===== src/rtl/sched_pkg.sv =====
// sched_pkg: shared types and constants for the process scheduler.
//   slot_state_e : per-slot process state held in the process table
//   fsm_state_e  : scheduler control FSM states
//   event_e      : latched context-switch cause
//   OS_PC_DEFAULT: PC of the OS idle loop
package sched_pkg;

  typedef enum logic [1:0] {
    SLOT_FREE    = 2'd0,
    SLOT_READY   = 2'd1,
    SLOT_RUNNING = 2'd2,
    SLOT_BLOCKED = 2'd3
  } slot_state_e;

  typedef enum logic [2:0] {
    ST_IDLE     = 3'd0,
    ST_RUN      = 3'd1,
    ST_SAVE     = 3'd2,
    ST_SELECT   = 3'd3,
    ST_DISPATCH = 3'd4
  } fsm_state_e;

  typedef enum logic [1:0] {
    EV_NONE    = 2'd0,
    EV_END     = 2'd1,
    EV_IO      = 2'd2,
    EV_QUANTUM = 2'd3
  } event_e;

  localparam logic [31:0] OS_PC_DEFAULT = 32'd0;

endpackage


===== src/rtl/rr_picker.sv =====
// rr_picker: combinational round-robin find-first.
//   i_mask  : candidate bitmap (one bit per slot)
//   i_start : index searched first; the search wraps modulo N
//   o_found : at least one candidate bit is set
//   o_idx   : first set index at or after i_start (wrapping)
// N must be a power of two so the index addition wraps naturally.
module rr_picker #(
  parameter int N = 4
) (
  input  logic [N-1:0]         i_mask,
  input  logic [$clog2(N)-1:0] i_start,
  output logic                 o_found,
  output logic [$clog2(N)-1:0] o_idx
);

  localparam int IW = $clog2(N);

  logic [IW-1:0] w_cand;

  // Walk from the farthest candidate towards i_start so the nearest hit
  // is the last one written and therefore wins.
  always_comb begin
    o_found = 1'b0;
    o_idx   = '0;
    w_cand  = '0;
    for (int k = N - 1; k >= 0; k--) begin
      w_cand = i_start + IW'(k);
      if (i_mask[w_cand]) begin
        o_found = 1'b1;
        o_idx   = w_cand;
      end
    end
  end

endmodule


===== src/rtl/process_scheduler.sv =====
// process_scheduler: round-robin process scheduler with a small process table.
// Reacts to quantum expiry, I/O request and process end from the running
// process, saves its resume PC, picks the next READY slot and issues a
// one-cycle PC-load request to fetch.
// Ports:
//   clock, reset (async, active-low)
//   create_valid/create_pc -> create_ack (same-cycle pulse), create_full (registered)
//   quantum_expired, io_request, proc_end, event_pc : events from the running process
//   io_done[NPROC] : per-slot I/O completion pulses
//   pc_load, next_pc, current_pid, running : dispatch interface to fetch
//   dbg_state : current control FSM state
// Build option: SCHED_IO_BLOCK_EN -- when defined an I/O request blocks the
// slot until its io_done pulse; when undefined I/O behaves like quantum expiry.
module process_scheduler import sched_pkg::*; #(
  parameter int              NPROC = 4,
  parameter int              PC_W  = 32,
  parameter logic [PC_W-1:0] OS_PC = PC_W'(OS_PC_DEFAULT)
) (
  input  logic                     clock,
  input  logic                     reset,
  input  logic                     create_valid,
  input  logic [PC_W-1:0]          create_pc,
  output logic                     create_ack,
  output logic                     create_full,
  input  logic                     quantum_expired,
  input  logic                     io_request,
  input  logic                     proc_end,
  input  logic [PC_W-1:0]          event_pc,
  input  logic [NPROC-1:0]         io_done,
  output logic                     pc_load,
  output logic [PC_W-1:0]          next_pc,
  output logic [$clog2(NPROC)-1:0] current_pid,
  output logic                     running,
  output logic [2:0]               dbg_state
);

  localparam int PID_W = $clog2(NPROC);

  slot_state_e     r_slot_state [NPROC];
  logic [PC_W-1:0] r_slot_pc    [NPROC];
  fsm_state_e      r_state, w_state_nxt;
  event_e          r_event, w_event;
  logic [PC_W-1:0] r_event_pc;
  logic [PC_W-1:0] r_next_pc;
  logic [PID_W-1:0] r_current_pid;
  logic            r_running;
  logic            r_create_full;

  logic [NPROC-1:0] w_ready_mask, w_free_mask, w_unblock;
  logic             w_ready_found, w_free_found, w_create_accept;
  logic [PID_W-1:0] w_ready_idx, w_free_idx;

  always_comb begin
    for (int i = 0; i < NPROC; i++) begin
      w_ready_mask[i] = (r_slot_state[i] == SLOT_READY);
      w_free_mask[i]  = (r_slot_state[i] == SLOT_FREE);
    end
  end

  // Search starts after the current slot, so the preempted slot comes last.
  rr_picker #(.N(NPROC)) u_ready_pick (
    .i_mask  (w_ready_mask),
    .i_start (r_current_pid + PID_W'(1)),
    .o_found (w_ready_found),
    .o_idx   (w_ready_idx)
  );

  rr_picker #(.N(NPROC)) u_free_pick (
    .i_mask  (w_free_mask),
    .i_start ('0),
    .o_found (w_free_found),
    .o_idx   (w_free_idx)
  );

  assign w_create_accept = create_valid && (r_state != ST_SAVE) && w_free_found;

  // Highest-priority event wins; the rest of that cycle's events are dropped.
  always_comb begin
    w_event = EV_NONE;
    if (proc_end)
      w_event = EV_END;
    else if (io_request)
`ifdef SCHED_IO_BLOCK_EN
      w_event = EV_IO;
`else
      w_event = EV_QUANTUM;
`endif
    else if (quantum_expired)
      w_event = EV_QUANTUM;
  end

`ifdef SCHED_IO_BLOCK_EN
  // An io_done aimed at the slot SAVE is writing is parked for one cycle so
  // the SAVE write lands first.
  logic [NPROC-1:0] r_io_pend;
  assign w_unblock = io_done | r_io_pend;
`else
  logic w_unused_io_done;
  assign w_unused_io_done = ^io_done;
  assign w_unblock        = '0;
`endif

  // FSM state register
  always_ff @(posedge clock or negedge reset) begin
    if (!reset) r_state <= ST_IDLE;
    else        r_state <= w_state_nxt;
  end

  // FSM next state; the create accepted this cycle counts as READY so a
  // freshly created process dispatches two cycles after its ack.
  always_comb begin
    w_state_nxt = r_state;
    case (r_state)
      ST_IDLE:     if (|w_ready_mask || w_create_accept) w_state_nxt = ST_SELECT;
      ST_RUN:      if (w_event != EV_NONE) w_state_nxt = ST_SAVE;
      ST_SAVE:     w_state_nxt = ST_SELECT;
      ST_SELECT:   w_state_nxt = ST_DISPATCH;
      ST_DISPATCH: w_state_nxt = r_running ? ST_RUN : ST_IDLE;
      default:     w_state_nxt = ST_IDLE;
    endcase
  end

  // Dispatch registers and process table
  always_ff @(posedge clock or negedge reset) begin
    if (!reset) begin
      r_event       <= EV_NONE;
      r_event_pc    <= '0;
      r_next_pc     <= OS_PC;
      r_current_pid <= '0;
      r_running     <= 1'b0;
      r_create_full <= 1'b0;
`ifdef SCHED_IO_BLOCK_EN
      r_io_pend     <= '0;
`endif
      for (int i = 0; i < NPROC; i++) begin
        r_slot_state[i] <= SLOT_FREE;
        r_slot_pc[i]    <= '0;
      end
    end else begin
      r_create_full <= ~w_free_found;
      if (r_state == ST_RUN && w_event != EV_NONE) begin
        r_event    <= w_event;
        r_event_pc <= event_pc;
      end
      // The dispatch decision is committed at the SELECT edge so next_pc is
      // already valid while pc_load is high in DISPATCH.
      if (r_state == ST_SELECT) begin
        if (w_ready_found) begin
          r_next_pc     <= r_slot_pc[w_ready_idx];
          r_current_pid <= w_ready_idx;
          r_running     <= 1'b1;
        end else begin
          r_next_pc <= OS_PC;
          r_running <= 1'b0;
        end
      end
      for (int i = 0; i < NPROC; i++) begin
`ifdef SCHED_IO_BLOCK_EN
        r_io_pend[i] <= io_done[i] && (r_state == ST_SAVE) && (PID_W'(i) == r_current_pid);
`endif
        if (r_state == ST_SAVE && PID_W'(i) == r_current_pid) begin
          case (r_event)
            EV_END: r_slot_state[i] <= SLOT_FREE;
            EV_IO: begin
              r_slot_state[i] <= SLOT_BLOCKED;
              r_slot_pc[i]    <= r_event_pc;
            end
            EV_QUANTUM: begin
              r_slot_state[i] <= SLOT_READY;
              r_slot_pc[i]    <= r_event_pc;
            end
            default: ;
          endcase
        end else if (w_unblock[i] && r_slot_state[i] == SLOT_BLOCKED) begin
          r_slot_state[i] <= SLOT_READY;
        end else if (r_state == ST_SELECT && w_ready_found && w_ready_idx == PID_W'(i)) begin
          r_slot_state[i] <= SLOT_RUNNING;
        end else if (w_create_accept && w_free_idx == PID_W'(i)) begin
          r_slot_state[i] <= SLOT_READY;
          r_slot_pc[i]    <= create_pc;
        end
      end
    end
  end

  assign create_ack  = w_create_accept;
  assign create_full = r_create_full;
  assign pc_load     = (r_state == ST_DISPATCH);
  assign next_pc     = r_next_pc;
  assign current_pid = r_current_pid;
  assign running     = r_running;
  assign dbg_state   = r_state;

endmodule


===== config.mk =====
export PLATFORM = sky130hd
export DESIGN_NAME = process_scheduler
export DESIGN_NICKNAME = d
export VERILOG_FILES = /design/src/rtl/sched_pkg.sv /design/src/rtl/rr_picker.sv /design/src/rtl/process_scheduler.sv
export SDC_FILE = /design/constraint.sdc
export NUM_CORES = 1
export LEC_CHECK = 0
export CORE_MARGIN = 1
export CORE_UTILIZATION = 46
export CTS_CLUSTER_DIAMETER = 120
export DETAILED_ROUTE_END_ITERATION = 8
export GPL_TIMING_DRIVEN = 1
export PLACE_DENSITY_LB_ADDON = 0.08
export SETUP_SLACK_MARGIN = 0.4
export SYNTH_ARGS = -nofsm -noshare
export SYNTH_HDL_FRONTEND = slang
export SYNTH_SLANG_ARGS = --single-unit

===== constraint.sdc =====
create_clock -name clock -period 3.1 [get_ports clock]
set_input_delay 0.62 -clock clock [delete_from_list [all_inputs] [get_ports clock]]
set_output_delay 0.62 -clock clock [all_outputs]
set_load 0.03 [all_outputs]

==> Word level (Yosys, flattened, before mapping) <==
Cells that the tools add are included.
{ "totals": {"ramBits": 0, "n_memories": 0, "word_cells": 169, "mem_bits_ro": 0, "inputBits": 74, "latchBits": 0, "reg_bits": 209, "out_inout_bits": 41} }
{ "classes": {"n_shift": 0, "n_eq_ne": 35, "muxes": 62, "magnitude_cmp": 5, "reduce_logical": 46, "n_div": 0, "n_bitwise": 2, "addsub": 4, "mul": 0} }
{ "op_table": {"columns": ["op", "count"], "rows": [
  ["$mux 32", 16],
  ["$bmux 32 s2", 1],
  ["$mux 2", 23],
  ["$ne 2x2->1 const B", 10],
  ["$logic_and 1x1->1", 16],
  ["$ne 4x1->1 const B", 4],
  ["$pmux 3 s5", 1],
  ["$eq 2x1->1 const B", 7],
  ["$logic_not 2->1", 7],
  ["$mux 1", 14],
  ["$eq 2x2->1 const B", 6],
  ["$lt 2x3->1 const B", 4],
  ["$reduce_and 2->1", 6],
  ["$reduce_and 3->1", 4],
  ["$reduce_bool 3->1", 4],
  ["$reduce_bool 2->1", 5],
  ["$bmux 1 s2", 4],
  ["$eq 3x2->1 const B", 2],
  ["$mux 3", 2],
  ["$pmux 2 s3", 1],
  ["$add 2x1->2 const B", 2],
  ["$add 2x2->2 const B", 2],
  ["$eq 2x2->1 const A", 2],
  ["$reduce_or 4->1", 1],
  ["10 further kinds", 10]
]} }

==> Longest topological paths before layout <==
{ "logic_depth": {"depth_word": 13, "depth_mapped": 10, "ltp_nobuf": 7} }

==> Modules after synthesis <==
From an unflattened synthesis, not the netlist that was laid out.
{ "hier_totals": {"hier_cells": 733, "hier_area_um2": 10393.7} }
{ "modules_own_cells": {"columns": ["module", "area_per_inst_um2", "seq_area_each_um2", "cells_per_inst", "instances"], "rows": [
  ["process_scheduler", 10238.6, 5230.0, 707, 1],
  ["rr_picker", 77.6, 0.0, 13, 2]
]} }

==> Least setup slack after synthesis <==
Ideal clock, no wire load.
{ "synth_path": {"kind": "reg-to-reg", "from": "reg r_current_pid[0] (netlist: current_pid[0])", "to": "reg r_slot_state[6] (netlist name)", "required_ns": 2.971, "t_arrival_ns": 2.064, "setup_slack_ns": 0.907, "path_stages_with_launch": 10, "n_path_buf": 2, "setup_time_ns": 0.129, "period_less_slack_ns": 2.193, "path_cell_list": "dfrtp_1 inv_1 ha_1 inv_1 o211ai_1 a2bb2oi_1 buf_2 buf_2 or3_1 a21boi_0"} }
{ "synth_via": {"elab_chain_cells": 12, "elab_cells_between_ends": 30, "cone_classes": "add/sub (4); eq/ne (1); mux (18); reduce/logical (7)"} }
{ "synth_rtl": {"columns": ["element", "line_no", "source"], "rows": [
  ["start, declared", "process_scheduler.sv:45", "logic [PID_W-1:0] r_current_pid;"],
  ["start signal, assigned", "process_scheduler.sv:150", "r_current_pid <= w_ready_idx;"],
  ["$add 2x1->2", "process_scheduler.sv:63", ".i_start (r_current_pid + PID_W'(1)),"],
  ["$add 2x2->2", "rr_picker.sv:27", "w_cand = i_start + IW'(k);"],
  ["$bmux 1 s2", "rr_picker.sv:28", "if (i_mask[w_cand]) begin"],
  ["$mux 1 (implied by the code)", "rr_picker.sv:28", null],
  ["$mux 2 or $mux 1 (tied branches) (4 in series)", "rr_picker.sv:28", null],
  ["$logic_not 2->1 or $logic_and 1x1->1 (tied branches)", "process_scheduler.sv:176", "end else if (r_state == ST_SELECT && w_ready_found && w_ready_idx == PID_W'(i)) begin"],
  ["$logic_and 1x1->1", "process_scheduler.sv:176", null],
  ["$reduce_bool 3->1 (no source line) or $mux 2 (tied branches)", null, null],
  ["$reduce_and 2->1 (no source line) or $mux 2 (tied branches)", null, null],
  ["end signal, assigned by index", "process_scheduler.sv:175", "r_slot_state[i] <= SLOT_READY;"],
  ["end signal, assigned by index", "process_scheduler.sv:177", "r_slot_state[i] <= SLOT_RUNNING;"],
  ["end signal, assigned by index", "process_scheduler.sv:179", "r_slot_state[i] <= SLOT_READY;"],
  ["end, declared", "process_scheduler.sv:39", "slot_state_e r_slot_state [NPROC];"]
]} }
Several ways; a longest one is shown, not always the timed one. The select of a mux whose other input is x is not followed.
A chain may end at the register's enable or synchronous reset.

==> Worst setup path in the final report <==
{ "layout_path": {"from": "reg r_current_pid[0] (netlist: current_pid[0])", "to": "reg r_next_pc[24] (netlist: next_pc[24])"} }
{ "layout_via": {"elab_chain_cells": 13, "elab_cells_between_ends": 25, "cone_classes": "add/sub (4); mux (20); bitwise (1)"} }
{ "layout_rtl": {"columns": ["element", "line_no", "source"], "rows": [
  ["$add 2x1->2 *", "process_scheduler.sv:63", null],
  ["$add 2x2->2", "rr_picker.sv:27", null],
  ["$bmux 1 s2", "rr_picker.sv:28", null],
  ["$mux 1 (implied by the code)", "rr_picker.sv:28", null],
  ["$mux 2 (4 in series)", "rr_picker.sv:28", null],
  ["$not 2->3 (implied by the code)", "process_scheduler.sv:149", "r_next_pc <= r_slot_pc[w_ready_idx];"],
  ["$bmux 32 s2", "process_scheduler.sv:149", null],
  ["$mux 32 (implied by the code) (2 in series)", "process_scheduler.sv:149", null],
  ["$mux 32 *", "process_scheduler.sv:148", "if (w_ready_found) begin"],
  ["end signal, assigned", "process_scheduler.sv:149", null],
  ["end, declared", "process_scheduler.sv:44", "logic [PC_W-1:0] r_next_pc;"]
]} }
Every way passes the cells marked *; elsewhere a longest branch is shown, timed or not. The select of a mux whose other input is x is not followed.

==> flow_summary.yaml <==
worst_setup_path:
  critical_path.top_delay_family: "compound AO/OA/AOI/OAI gates"
  crit_buf_inv: 3
  arrival_ns: 2.91
  crit_top_cell: "inv_1"
  crit_type: "flip-flop to flip-flop"
  crit_chain: "inv_1, ha_1, inv_1, o211ai_1, a2bb2oi_4, buf_12, mux2i_1, o221ai_1"
  slowest_delay_ns: 0.55
  slowest_stage: "a2bb2oi_4"
  cp_max_fo: 15
  cp-end-kind: "flip-flop"
  required_ns: 3.47
  cp-start-kind: "flip-flop"
global_route:
  grtUsageTotal_pct: 22.6
  grt_antenna_before_repair: 1
  grt_pass1_vias: 6988
  grt_max_degree: 71
  grt_overflow: 0
  grt_pass1_wl_mm: 39.1
clock_tree:
  clkTransAtPathRegs_ns: 0.06
  cts_root_buffer: "clkbuf_16"
  clk_latency_ns: 0.51
  cts_made_buffers: 23
  postCtsHoldBufs: 0
  cts_tree: "yes"
  cts.htree.levels: 1
  cts.sink_count: 209
  cts.path.max_buffers: 3
  postCtsSetupBuffers: 0
sta:
  max_freq_ghz: 0.394
  fin_crit_sh_pct: 81.9
  max_slew.worst_pin.slew_ns: 0.661
  relSlewSlack_pct: 55.9
  rsz0062_at_grt: "false"
  skew_ns: 0.0131
  hold_violations: 0
  tns_ns: 0
  period_needed_ns: 2.54
  hold_slack_ns: 0.0535
  setup_slack_ns: 0.560
  maxSlewViolCount: 0
  report.final.setup_viol: 0
yosys:
  syn_avg_cell_area_um2: 10.9
  synth-seq-cells: 209
  yosysWarnings: 0
  netlist_area_mm2: 0.0100
  ys_seq_area_share_pct: 52.2
  synth_ff_type: "dfrtp_1"
  synth_area_leader_cell: "dfrtp_1"
  synth_cell_types: 47
  synthCells: 917
  synth.top_cells.by_area: "dfrtp_1, mux2i_1, nand2_1, mux2_2, a21oi_1"
  syn-num-nets: 995
  synth_edf_count: 0
  synth_top_area_share_pct: 52.2
  synthArstFlopShare_pct: 100
floorplan:
  initial_core_util_pct: 47.3
  die_y_um: 150
  rows: 53
  die_x_um: 150
  ios: 115
  die-area_mm2: 0.0224
  core-area_mm2: 0.0212
finish:
  fill_cells: 1873
  antenna_cells: 0
  drive_above_1_share_pct: 10.3
  nets: 1089
  syn2layout_area_growth_pct: 22.5
  fin_cells: 1300
  regArea_mm2: 0.00523
  multi_input_area_mm2: 0.00450
placement:
  dp_hpwl_mm: 14.9
  place_ws_ns: 0.356
  place.port_buffers: 110
  place_inst: 1261
  gp_congestion: 0.782
pwr:
  internal-power_mw: 8.67
  total_power_mw: 14.4
  power.switching_mw: 5.71
  p_comb_share_pct: 46.3
  power_frac_seq_pct: 35.5
  power.leakage_nw: 5.01
  power_density_mw_per_mm2: 1170
  clkPwrFrac_pct: 18.2
  ir_worst_vdd_v: 0.000537
  power_switching_share_pct: 39.7
routing:
  avgRoutedWirePerCell_um: 18.9
  drc: 0
  viasPerCell: 5.54
  vias: 7205
  drtPass1Iterations: 4
  drt_iter0_drc: 393
  ant_nets: 0
  drt_wl_total_mm: 24.6
min_path:
  hold_class: "input pin to asynchronous set/reset pin"
run_status:
  outcome: "completed"
job:
  drv_cap: 0
[synth_stat cells, types with 2 or more instances]
library cell and instances:
dfrtp_1 209, mux2i_1 192, nand2_1 107, nor2_1 73
a21oi_1 71, o21ai_0 55, buf_2 46, mux2_2 32
o221ai_1 32, o21ai_1 18, clkbuf_1 10, inv_1 6
buf_4 4, buf_6 4, ha_1 4, nand2b_1 4
nor2b_1 4, a22oi_1 3, buf_1 3, nand3_1 3
a21boi_0 2, a31o_2 2, a31oi_1 2, and2_1 2
nand3b_1 2, nor3b_1 2, nor4bb_1 2, o22ai_1 2
or2_2 2, or3_1 2
[flip-flops by register name, indices dropped and copies added (netlist names)]
name,count
create_full,1
current_pid,2
dbg_state,3
next_pc,32
r_event,2
r_event_pc,32
r_slot_pc,128
r_slot_state,8
running,1
[cell families after synthesis]
| logic type | synth area share, % |
|---|---|
| buffers and inverters | 3.76 |
| AND/OR/NAND/NOR | 8.91 |
| AO/OA/AOI/OAI | 11.8 |
| flip-flops | 52.2 |
| adder cells (fa/ha/maj) | 0.500 |
| multiplexers | 22.8 |
[worst register-to-register path, cell delays in order (launching register included)]
cell	delay (ns)
dfrtp_1	0.47
inv_1	0.13
ha_1	0.39
inv_1	0.09
o211ai_1	0.13
a2bb2oi_4	0.55
buf_12	0.26
mux2i_1	0.23
o221ai_1	0.15
[power by group through the flow]
stage	Clock [mW]	Sequential [mW]	Combinational [mW]
after floorplan	0	5.22	4.27
after global placement	0	5.11	6.59
after detailed placement	0	5.14	6.70
after CTS	2.67	5.10	6.72
after global routing	2.79	5.29	7.26
final	2.62	5.11	6.65
[worst paths after layout]
path                             endpoint  slack [ns]  cells past startpoint      startpoint
max in group asynchronous     next_pc[17]        2.20                      2           reset
max reg2reg                   next_pc[24]        0.56                      8  current_pid[0]
min reg2reg                r_slot_pc[110]        0.48                      2  r_slot_pc[110]
min                         r_slot_pc[30]        0.05                      1           reset
min in group clock         r_slot_pc[110]        0.48                      2  r_slot_pc[110]
max                           next_pc[24]        0.56                      8  current_pid[0]
[layer usage]
metal	GRT usage, %	vias to the layer above	routed length, um
met5	0	-	12
met4	4.59	2	413
met3	2.93	29	886
met2	35.8	136	11100
met1	33.0	3582	12100
li1	-	3456	-
[cells in the final DEF, fill, tap and decap left out, types with 3 or more instances in the layout]
master           synthesis  layout
a21oi_1                 71      71
a22oi_1                  3       3
buf_12                   0      13
buf_4                    4      13
clkbuf_1                10      10
clkbuf_16                0      23
clkbuf_8                 0       5
clkdlybuf4s50_1          0     108
dfrtp_1                209     206
dfrtp_2                  0       3
ha_1                     4       4
inv_1                    6       6
mux2_2                  32      32
mux2i_1                192     192
nand2_1                107     107
nand2b_1                 4       4
nand3_1                  3       3
nor2_1                  73      73
nor2b_1                  4       3
o21ai_0                 55      55
o21ai_1                 18      17
o221ai_1                32      32
[through the flow]
| stage | util, % | instance area, um2 |
|---|---|---|
| floorplan | - | 10000 |
| global placement | 54.6 | 11600 |
| detailed placement | 54.6 | 11600 |
| CTS | 58.0 | 12300 |
| global route | 58.0 | 12300 |
| finish | 58.0 | 12300 |
[layout make-up]
class / instances / share of cell area (%)
Sequential cell: 209 / 42.7
Multi-Input combinational cell: 635 / 36.7
Timing Repair Buffer: 136 / 11.9
Clock buffer: 37 / 5.45
Tap cell: 275 / 2.81
Clock inverter: 2 / 0.316
Inverter: 6 / 0.184
[timing repair]
item,in CTS,in global routing
cloned,0,0
endpoints found under the hold margin,0,0
setup endpoints to repair,1,2
gates resized for setup,2,2
No activity file was read; power rests on OpenSTA's default activity.
